<file path="config.mk">
export PLATFORM = sky130hd
export DESIGN_NAME = single_port_ram_be
export DESIGN_NICKNAME = d
export VERILOG_FILES = /design/src/rtl/single_port_ram_pkg.sv /design/src/rtl/sp_ram_array.sv /design/src/rtl/single_port_ram_be.sv
export SDC_FILE = /design/constraint.sdc
export NUM_CORES = 1
export LEC_CHECK = 0
export CAP_MARGIN = 5
export CORE_ASPECT_RATIO = 1.5
export CORE_MARGIN = 2
export CORE_UTILIZATION = 60
export DETAILED_ROUTE_END_ITERATION = 7
export GPL_ROUTABILITY_DRIVEN = 0
export PLACE_DENSITY = 0.76
export REMOVE_ABC_BUFFERS = 1
export SKIP_LAST_GASP = 1
export SYNTH_ARGS = -nofsm -noshare
export SYNTH_HDL_FRONTEND = slang
export SYNTH_SLANG_ARGS = --single-unit
</file>
<file path="constraint.sdc">
create_clock -name clk -period 4.8 [get_ports clk]
set_input_delay 0.96 -clock clk [delete_from_list [all_inputs] [get_ports clk]]
set_output_delay 0.96 -clock clk [all_outputs]
set_load 0.01 [all_outputs]
</file>
<file path="src/rtl/single_port_ram_pkg.sv">
// rtl/single_port_ram_pkg.sv - shared types, constants and helpers for single_port_ram_be
// Purpose : state encoding of the init/idle controller, request-direction
//           constants and the address range check used by the top level.
// Ports   : none (package).
package single_port_ram_pkg;

    typedef enum logic {
        ST_INIT = 1'b0,
        ST_IDLE = 1'b1
    } state_t;

    localparam logic WR = 1'b1;
    localparam logic RD = 1'b0;

    // True when a word address falls inside the implemented depth.
    function automatic logic in_range(input logic [31:0] addr, input int unsigned depth);
        return (addr < depth);
    endfunction

endpackage

</file>
<file path="src/rtl/sp_ram_array.sv">
// rtl/sp_ram_array.sv - byte-maskable storage array with registered read
// Purpose : MEM_DEPTH x DATA_WIDTH storage, no reset on contents.
// Ports   : clk   - rising-edge clock
//           we    - write strobe
//           wbe   - per-byte write mask, wbe[i] gates wdata[8i+7:8i]
//           waddr - write word address
//           wdata - write data
//           raddr - read word address, sampled every cycle
//           rdata - registered read data, valid the cycle after raddr
module sp_ram_array #(
    parameter int ADDR_WIDTH = 5,
    parameter int DATA_WIDTH = 32,
    parameter int MEM_DEPTH  = 32
) (
    input  logic                    clk,
    input  logic                    we,
    input  logic [DATA_WIDTH/8-1:0] wbe,
    input  logic [ADDR_WIDTH-1:0]   waddr,
    input  logic [DATA_WIDTH-1:0]   wdata,
    input  logic [ADDR_WIDTH-1:0]   raddr,
    output logic [DATA_WIDTH-1:0]   rdata
);

    localparam int NBYTES = DATA_WIDTH / 8;

    logic [DATA_WIDTH-1:0] mem [MEM_DEPTH];

    always_ff @(posedge clk) begin
        if (we) begin
            for (int i = 0; i < NBYTES; i++) begin
                if (wbe[i]) begin
                    mem[waddr][8*i +: 8] <= wdata[8*i +: 8];
                end
            end
        end
        // Free-running read: the top level decides when the value is consumed.
        rdata <= mem[raddr];
    end

endmodule

</file>
<file path="src/rtl/single_port_ram_be.sv">
// rtl/single_port_ram_be.sv - single-port RAM with byte enables, init sweep and read-valid
// Purpose : valid/ready scratch store. After rst or clr the whole array is swept
//           to INIT_VALUE (MEM_DEPTH cycles, ready=0). Reads return after
//           RD_LATENCY cycles with a rd_valid pulse; out-of-range requests pulse error.
// Ports   : clk, rst (sync, active-high), clr (restart sweep)
//           en, valid, wr_rd, addr, din, be - request
//           ready    - request can be accepted this cycle
//           dout     - read data, held between reads
//           rd_valid - one-cycle pulse marking a new dout
//           error    - one-cycle pulse after an out-of-range accepted request
module single_port_ram_be
    import single_port_ram_pkg::*;
#(
    parameter int                    ADDR_WIDTH = 5,
    parameter int                    DATA_WIDTH = 32,
    parameter int                    MEM_DEPTH  = 32,
    parameter int                    RD_LATENCY = 1,
    parameter logic [DATA_WIDTH-1:0] INIT_VALUE = '0
) (
    input  logic                    clk,
    input  logic                    rst,
    input  logic                    clr,
    input  logic                    en,
    input  logic                    valid,
    input  logic                    wr_rd,
    input  logic [ADDR_WIDTH-1:0]   addr,
    input  logic [DATA_WIDTH-1:0]   din,
    input  logic [DATA_WIDTH/8-1:0] be,
    output logic                    ready,
    output logic [DATA_WIDTH-1:0]   dout,
    output logic                    rd_valid,
    output logic                    error
);

    localparam int NBYTES = DATA_WIDTH / 8;
    localparam logic [ADDR_WIDTH-1:0] LAST_ADDR = ADDR_WIDTH'(MEM_DEPTH - 1);

    state_t                  state_q;
    logic [ADDR_WIDTH-1:0]   cnt_q;
    logic                    ready_q;
    logic                    error_q;
    logic [RD_LATENCY-1:0]   rv_q;
    logic [DATA_WIDTH-1:0]   dout_q;

    logic                    acc_d;
    logic                    addr_ok_d;
    logic                    rd_acc_d;
    logic                    sweep_d;

    logic                    mem_we;
    logic [NBYTES-1:0]       mem_wbe;
    logic [ADDR_WIDTH-1:0]   mem_waddr;
    logic [DATA_WIDTH-1:0]   mem_wdata;
    logic [DATA_WIDTH-1:0]   mem_rdata;

    // ready_q is only ever 1 in ST_IDLE; clr in the same cycle kills the request.
    always_comb begin
        sweep_d   = (state_q == ST_INIT);
        addr_ok_d = in_range(32'(addr), MEM_DEPTH);
        acc_d     = ready_q & en & valid & ~clr;
        rd_acc_d  = acc_d & (wr_rd == RD) & addr_ok_d;

        mem_we    = sweep_d | (acc_d & (wr_rd == WR) & addr_ok_d);
        mem_wbe   = sweep_d ? {NBYTES{1'b1}} : be;
        mem_waddr = sweep_d ? cnt_q : addr;
        mem_wdata = sweep_d ? INIT_VALUE : din;
    end

    sp_ram_array #(
        .ADDR_WIDTH (ADDR_WIDTH),
        .DATA_WIDTH (DATA_WIDTH),
        .MEM_DEPTH  (MEM_DEPTH)
    ) u_array (
        .clk   (clk),
        .we    (mem_we),
        .wbe   (mem_wbe),
        .waddr (mem_waddr),
        .wdata (mem_wdata),
        .raddr (addr),
        .rdata (mem_rdata)
    );

    always_ff @(posedge clk) begin
        if (rst) begin
            state_q <= ST_INIT;
            cnt_q   <= '0;
            ready_q <= 1'b0;
            error_q <= 1'b0;
            rv_q    <= '0;
            dout_q  <= '0;
        end else begin
            error_q <= acc_d & ~addr_ok_d;

            // Read-valid shift pipe; in-flight reads survive clr.
            rv_q[0] <= rd_acc_d;
            for (int i = 1; i < RD_LATENCY; i++) begin
                rv_q[i] <= rv_q[i-1];
            end

            // rv_q[0] marks the cycle in which mem_rdata holds the accepted word.
            if (rv_q[0]) begin
                dout_q <= mem_rdata;
            end

            case (state_q)
                ST_INIT: begin
                    if (clr) begin
                        cnt_q <= '0;
                    end else if (cnt_q == LAST_ADDR) begin
                        state_q <= ST_IDLE;
                        ready_q <= 1'b1;
                        cnt_q   <= '0;
                    end else begin
                        cnt_q <= cnt_q + 1'b1;
                    end
                end
                ST_IDLE: begin
                    if (clr) begin
                        state_q <= ST_INIT;
                        ready_q <= 1'b0;
                        cnt_q   <= '0;
                    end
                end
                default: begin
                    state_q <= ST_INIT;
                    ready_q <= 1'b0;
                    cnt_q   <= '0;
                end
            endcase
        end
    end

    // With one cycle of latency the array register is the output stage, so dout
    // shows mem_rdata during the valid cycle and the captured copy afterwards.
    generate
        if (RD_LATENCY == 1) begin : g_lat1
            assign dout = rv_q[0] ? mem_rdata : dout_q;
        end else begin : g_lat2
            assign dout = dout_q;
        end
    endgenerate

    assign ready    = ready_q;
    assign rd_valid = rv_q[RD_LATENCY-1];
    assign error    = error_q;

endmodule

</file>
# Word level (Yosys, flattened, before mapping)
# Memory sizes are Yosys's and may differ from the RTL's. A register that Yosys moved wholly into a read port is not among the register bits.
# Cells that the tools add are included.
dict set report totals {
  ff_bits 40
  ramBits 1024
  in_bits 47
  output_inout_bits 35
  memories 1
}
# memory depth width read_ports rd_ports_with_merged_regs wr line
set mem_list {}
lappend mem_list {u_array.mem 32 32 1 1 1 sp_ram_array.sv:26} ;# logic [DATA_WIDTH-1:0] mem [MEM_DEPTH];
dict set report op_classes {
  n_addsub 1
  n_eq_ne 4
  mux 28
  n_bitwise 9
  n_reduce_logical 1
}
# cell n
set ops {}
lappend ops {{$mux W32} 2}
lappend ops {{$mux W5} 4}
lappend ops {{$mux W1} 18}
lappend ops {{$pmux W5 S2} 1}
lappend ops {{$add A5 B1 Y5 const B} 1}
lappend ops {{$and A1 B1 Y1} 5}
lappend ops {{$eq A5 B5 Y1 const B} 1}
lappend ops {{$mux W4} 1}
lappend ops {{$ne A2 B2 Y1 const B} 2}
lappend ops {{$pmux W1 S2} 2}
lappend ops {{$not A1 Y1} 3}
lappend ops {{$reduce_and A3 Y1} 1}
lappend ops {{$ne A2 B1 Y1 const B} 1}
lappend ops {{$or A1 B1 Y1} 1}

# Depth between registers and ports, before layout
# Gate-level depths: netlist (run 1).
dict set report depth {
  ltp_word 7
  mapped_depth 7
  mapped_depth_nobuf 6
}

# Hierarchy
# Synthesis (run 1) repeated with hierarchy kept, for this count alone.
dict set report hier_totals {
  cells_unflattened 2597
  hier_area_um2 43053.8
}
# mod instances cells_per_inst area_per_inst_um2
set by_module_without_submodules {}
lappend by_module_without_submodules {sp_ram_array 1 2406 41026.8}
lappend by_module_without_submodules {single_port_ram_be 1 191 2026.9}

# Worst setup path before layout (run 1)
# OpenSTA, ideal clock, no wires.
dict set report synth_path {
  path_type {input -> register}
  start {input port addr[1]}
  end {memory u_array.mem[13][0] (enable)}
  setup_time_ns 0.383
  arrival_time_ns 2.306
  required_time_ns 4.417
  setup_slack_ns 2.110
  cell_stages 5
  path_buffers 2
  cell_sequence {buf_4 buf_4 o32ai_4 nand2_2 nor3_1}
}
dict set report synth_via {
  elab_chain_len 1
}
# element line
set synth_lines {}
lappend synth_lines {{start, declared} single_port_ram_be.sv:26} ;# input logic [ADDR_WIDTH-1:0] addr,
lappend synth_lines {{$mux W5} single_port_ram_be.sv:65} ;# mem_waddr = sweep_d ? cnt_q : addr;
lappend synth_lines {{end, declared} sp_ram_array.sv:26}
# No other way between the ends.

# Worst setup path after layout (run 1)
dict set report layout_path {
  start {input port addr[2]}
  end {memory u_array.mem[27][8] (enable)}
}
# Same word-level chain as after synthesis.

==> run_results.csv, run 1 <==
group,metric,value,unit
yosys,async_flop_share,0,%
floorplanning,rows,120,
final_layout,final-seq-area,32200,sq um
power_and_ir_drop,fin_total_pwr,18.5,mW
global_routing,grt_first_pass_wirelength,150000,um
clock_network,clock_path_buffers,3,
min_path,min_path_type,"reg2reg",
setup_path,cp_slowest_cell,"mux2i_1",
setup_path,end_kind,"register",
power_and_ir_drop,power_density,386,nW/um^2
yosys,synth_area_leaders,"edfxtp_1 71%, mux2i_1 12%, dfxtp_1 3.3%",
final_layout,areaGrowthSynthToFinish,10.8,%
sta,setup-violations-final,0,
detailed_routing,routedWlPerCell,28.0,um
floorplanning,fp.dieH,333,um
sta,rsz0062_at_grt,"no",
placement,dpl.hpwl,63300,um
clock_network,clk_pin_slew,60,ps
clock_network,root_buffer,"clkbuf_16",
status,status,"completed",
sta,skew,21.3,ps
global_routing,track_usage,27.7,%
sta,hold_viol,0,
setup_path,regToRegSetupSlack,1120,ps
sta,tightest_slew,1180,ps
setup_path,r2r_start,"state_q",
clock_network,cts_buffers,92,
clock_network,htreeDepth,3,
floorplanning,fp.dieW,223,um
global_routing,grt_antenna_before_repair,5,
sta,fmax,261,MHz
sta,min_period,3830,ps
yosys,synthCells,2539,
detailed_routing,postRouteAntennaNets,0,
yosys,syn_area,43300,sq um
setup_path,cp_slowest_stage_delay,770,ps
setup_path,start_kind,"input port",
setup_path,r2r-end,"u_array.mem[27][8]",
floorplanning,start_util,60.6,%
power_and_ir_drop,ir_drop,233,uV
final_layout,drive_gt1_share,10.7,%
setup_path,crit_buf_inv,2,
setup_path,crit_path_cell_trace,"clkdlybuf4s50_1 -> mux2i_1 -> inv_1 -> nor2_2 -> nand2_1 -> nor2_1",
setup_path,crit_fanout,11,
detailed_routing,viasPerCell,6.35,
sta,period_share,79.8,%
yosys,synth_ff_type,"edfxtp_1",
detailed_routing,wl,102000,um
placement,io_buffers,80,
clock_network,cts_tree,"built",
detailed_routing,initialDrtViolationCount,2739,
flow_run,drv_cap,0,
detailed_routing,drt-pass1-iter-count,6,
final_layout,fillCellCount,4580,
yosys,synth_seq_area_share,74.4,%
detailed_routing,drc,0,
setup_path,cp-endpoint,"u_array.mem[27][8]",
floorplanning,die-area,74300,sq um
setup_path,rr_worst_depth,5,
yosys,yosysTopAreaCell,"edfxtp_1",
yosys,yosysUniqueCellTypes,44,
setup_path,critical_path.top_delay_family,"simple AND/OR/NAND/NOR gates",
global_routing,overflow,0,
final_layout,finalInstanceArea,47900,sq um
detailed_routing,vias,23200,
setup_path,cp_data_arrival_time,4130,ps
clock_network,post_cts_resized,0,
yosys,synth-seq-cells,1096,
final_layout,multi_input_area,9930,sq um
floorplanning,ios,82,
sta,slew_headroom,21.5,%
yosys,synthDominantCellAreaShare,71.1,%
placement,post_dp_cell_area,44900,sq um
floorplanning,core_area,71300,sq um
yosys,synth_edf_count,1024,
setup_path,required,5100,ps
setup_path,cp.depth,6,
global_routing,grt_pass1_vias,23500,
power_and_ir_drop,p_leak,16.4,nW
setup_path,crit_start,"addr[2]",
clock_network,hold_buffers,0,
global_routing,grt_max_degree,132,
clock_network,insertion_delay,660,ps
yosys,synth_warnings,0,
setup_path,critPathKind,"in2reg",
final_layout,fin_nets,2704,
sta,drv_slew,0,
clock_network,clock_sinks,1096,
clock_network,postCtsSetupBuffers,0,
yosys,syn_avg_cell_area,17.0,sq um
worst reg2reg max path, cell delays in order, from the launching register on:
cell and delay (ps):
dfxtp_2 710, mux2i_1 800, inv_1 280, nor2_2 220
nand2_1 560, nor2_1 740
kinds of logic (layout without fill, tap and decap cells):
| logic type | Yosys count | count (layout) | share of synthesized area [%] |
|---|---|---|---|
| other cells | 1 | 3 | 0.00867 |
| simple gates | 423 | 423 | 4.67 |
| mux | 547 | 547 | 12.8 |
| fa+ha+maj | 2 | 2 | 0.0578 |
| flops | 1096 | 1096 | 74.4 |
| buf+inv | 161 | 352 | 2.77 |
| compound gates | 309 | 309 | 5.31 |
placed cells by master, fill, tap and decap left out, drive strengths merged, types with 49 or more instances in the layout:
cell	Yosys	final
a22o	62	62
a22oi	162	162
buf	121	101
clkbuf	36	124
clkdlybuf4s50	0	78
dfxtp	72	72
edfxtp	1024	1024
mux2i	514	514
nand2	60	60
nand3	105	105
nor2	124	124
nor3	49	49
routing by layer:
layer / wire length (um) / share of wire [%] / global-route usage, %
met1: 37300 / 37 / 34.5
met2: 51300 / 50 / 46.6
met4: 5800 / 5.7 / 15.7
met5: 13 / 0.013 / 0
met3: 7520 / 7.4 / 4.22
registers in the layout (all words and copies together), names as in the netlist:
register	cells
cnt_q	5
rd_valid	1
dout_q	32
u_array.rdata	32
u_array.mem	1024
ready	1
state_q	1
final cells by class:
class | instances | area share, %
inverter | 4 | 0.0313
tap | 915 | 2.39
antenna | 2 | 0.0104
clock inverter | 45 | 0.906
sequential | 1096 | 67.2
timing repair buffer | 179 | 3.43
clock buffer | 124 | 5.36
multi-input combinational | 1282 | 20.7
power by group:
group          switching (mW)  internal (mW)  total, mW
sequential             0.0203           10.4       10.4
clock                    3.25           4.19       7.44
combinational           0.413          0.255      0.669
total                    3.68           14.8       18.5
per-stage QoR:
stage          setup TNS [ps]  hold WS [ps]  setup WS, ps  utilization (%)  cells
3_5_place_dp                0           520           487             63.0   3476
3_3_place_gp                0           507           603             63.0   3476
2_1_floorplan          -40640           490         -1290                -   2382
5_1_grt                     0           562           808             67.2   3645
4_1_cts                     0           538          1190             67.2   3645
6_report                    0           531           969             67.2   3647
synth_stat cells (3+ instances only):
cell type     n
buf_1         3
a21boi_1      4
nand3_1     105
nor3b_1       4
nor2_1      122
a21oi_1      39
nor3_1       49
mux2_1        5
edfxtp_1   1024
buf_6        18
buf_8         9
inv_1         3
buf_12       13
mux2i_1     514
dfxtp_1      72
a31oi_1      32
a22oi_1     162
nand2_1      58
buf_4        19
nor2b_1      36
a22o_1       62
mux2_2       28
buf_2        59
clkbuf_1     36
and2_1       37
worst min-delay path by stage:
stage | from | to | slack (ps) | cells after the start
after floorplan | cnt_q[2] | cnt_q[2] | 490 | 2
after global placement | ready | rd_valid | 510 | 2
after detailed placement | ready | ready | 520 | 2
after CTS | ready | rd_valid | 540 | 2
after global routing | ready | rd_valid | 560 | 2
final | ready | ready | 530 | 2
Note: power is estimated with default switching activity, not from simulation.
==> run 2: changes to the inputs <==
clock period = 3.8 ns   (was 4.8 ns; I/O delays follow)
==> run 2 against run 1 <==
- count of clock-buffer cells in the layout fell by 1
- hold slack got worse by 12 ps
- clock power rose by 29%
- critical endpoint is now dout[10]
- highest routed layer unchanged
- core utilization rose by 1.3 points
- final cell count rose by 2.8%
- first-iteration DRC count rose by 0.47%
- sequential power rose by 26%
- worst setup slack got worse by 510 ps
- clock skew rose by 1.9 ps
- global-route usage fell by 0.95 points
- die area did not move
==> run_results.csv, run 2 (synthesized netlist as in run 1, its figures left out) <==
group,metric,value,unit
global_routing,grt_pass1_vias,23700,
final_layout,drive_gt1_share,14.0,%
setup_path,critical_path.top_delay_family,"flip-flops",
floorplanning,ios,82,
clock_network,cts_buffers,91,
detailed_routing,drt-pass1-iter-count,5,
setup_path,critPathKind,"reg2out",
flow_run,drv_cap,0,
power_and_ir_drop,p_leak,17.0,nW
clock_network,clk_pin_slew,60,ps
setup_path,cp_data_arrival_time,2590,ps
setup_path,crit_buf_inv,2,
detailed_routing,viasPerCell,6.23,
placement,io_buffers,80,
clock_network,insertion_delay,660,ps
clock_network,postCtsSetupBuffers,0,
sta,slew_headroom,21.7,%
final_layout,fin_nets,2807,
final_layout,finalInstanceArea,48800,sq um
clock_network,clock_sinks,1096,
detailed_routing,routedWlPerCell,26.4,um
sta,setup-violations-final,0,
global_routing,grt_first_pass_wirelength,146000,um
final_layout,mostFrequentLayoutCells,"1024 x edfxtp_1, 514 x mux2i_1, 192 x buf_4",
final_layout,largest_register_ffs,1024,
sta,hold_viol,0,
power_and_ir_drop,comb_power_share,3.7,%
clock_network,post_cts_resized,0,
power_and_ir_drop,power_density,483,nW/um^2
placement,post_dp_cell_area,45700,sq um
detailed_routing,initialDrtViolationCount,2752,
global_routing,grt_antenna_before_repair,3,
setup_path,cp_slowest_cell,"dfxtp_2",
clock_network,htreeDepth,3,
clock_network,hold_buffers,0,
floorplanning,fp.dieH,333,um
placement,dpl.cell_count,3580,
detailed_routing,wl,99100,um
setup_path,crit_path_cell_trace,"buf_12 -> mux2_2 -> clkdlybuf4s50_1",
sta,fin_ws,454,ps
floorplanning,die-area,74300,sq um
clock_network,clock_path_buffers,3,
setup_path,end_kind,"output port",
final_layout,areaGrowthSynthToFinish,12.9,%
sta,min_period,3350,ps
placement,dpl.hpwl,62900,um
power_and_ir_drop,p_seq_share,55.6,%
detailed_routing,drc,0,
clock_network,root_buffer,"clkbuf_16",
floorplanning,fp.dieW,223,um
power_and_ir_drop,clockPowerShare,40.8,%
min_path,min_path_type,"reg2reg",
power_and_ir_drop,fin_total_pwr,23.6,mW
placement,dp_slack,197,ps
final_layout,final_cells,3749,
sta,rsz0062_at_grt,"no",
global_routing,overflow,0,
status,status,"completed",
sta,fin_setup_tns,0,ps
setup_path,start_kind,"register",
global_routing,grt_max_degree,97,
floorplanning,core_area,71300,sq um
global_routing,track_usage,26.7,%
power_and_ir_drop,p_sw,4.66,mW
sta,skew,23.2,ps
detailed_routing,vias,23400,
sta,fmax,299,MHz
floorplanning,rows,120,
final_layout,fillCellCount,4451,
power_and_ir_drop,sw_frac_of_total,19.8,%
final_layout,largest-register,"u_array.mem",
power_and_ir_drop,ir_drop,351,uV
sta,drv_slew,0,
setup_path,required,3040,ps
clock_network,cts_tree,"built",
final_layout,reg_top3,"u_array.mem x1024, dout_q x32, u_array.rdata x32",
setup_path,crit_fanout,17,
final_layout,final_common_cell,"edfxtp_1",
setup_path,cp_slowest_stage_delay,750,ps
power_and_ir_drop,cell_internal_pwr,18.9,mW
sta,tightest_slew,1170,ps
sta,period_share,88.1,%
floorplanning,start_util,60.6,%
detailed_routing,postRouteAntennaNets,0,
[run 2: worst reg2reg max path, delay by kind of cell, from the launching register on]
family,cells,cell delay (ps)
buffers and inverters,3,830
DFF,1,770
muxes,1,400
and+or+nand+nor,3,720
[run 2: path summary, 6_finish.rpt]
path             from                   to  slack, ps  depth (start not counted)
max          rd_valid             dout[10]        450                          3
min             ready             rd_valid        520                          2
max reg2reg   state_q  u_array.mem[25][18]        790                          7
min reg2reg     ready             rd_valid        520                          2
[run 2: routing by layer]
metal  up-vias  GRT usage [%]  part of all wire [%]  routed length [um]
li1      10400              -                     -                   -
met1     11700           33.4                    37               36700
met2      1107           46.4                    51               50700
met3       222           3.97                   7.6                7490
met4         2           12.0                   4.2                4200
met5         -              0                 0.013                  13
[run 2: metrics by stage]
stage,util (%),hold slack (ps)
global route,68.5,562
CTS,68.5,525
finish,68.5,519
global placement,64.1,515
floorplan,-,490
detailed placement,64.1,517
[run 2: layout make-up]
type | instances | area, sq um | share of cell area, %
Antenna cell | 1 | 2.50 | 0.00512
Clock buffer | 123 | 2570 | 5.27
Clock inverter | 45 | 526 | 1.08
Inverter | 4 | 15.0 | 0.0307
Multi-Input combinational cell | 1282 | 9920 | 20.3
Sequential cell | 1096 | 32200 | 65.9
Tap cell | 915 | 1140 | 2.34
Timing Repair Buffer | 283 | 2460 | 5.04
[run 2: power groups by stage]
stage | registers [mW] | logic, mW | clock network (mW)
finish | 13.1 | 0.869 | 9.62
global route | 13.1 | 0.913 | 10.1
CTS | 13.1 | 0.865 | 9.70
detailed placement | 13.4 | 0.861 | 0
global placement | 13.4 | 0.846 | 0
floorplan | 13.4 | 0.424 | 0
==> run 3: changes to the inputs <==
CAP_MARGIN = unset   (was 5)
==> results of run 3 <==
No change in the layout: final DEF, timing and power equal those of run 2.
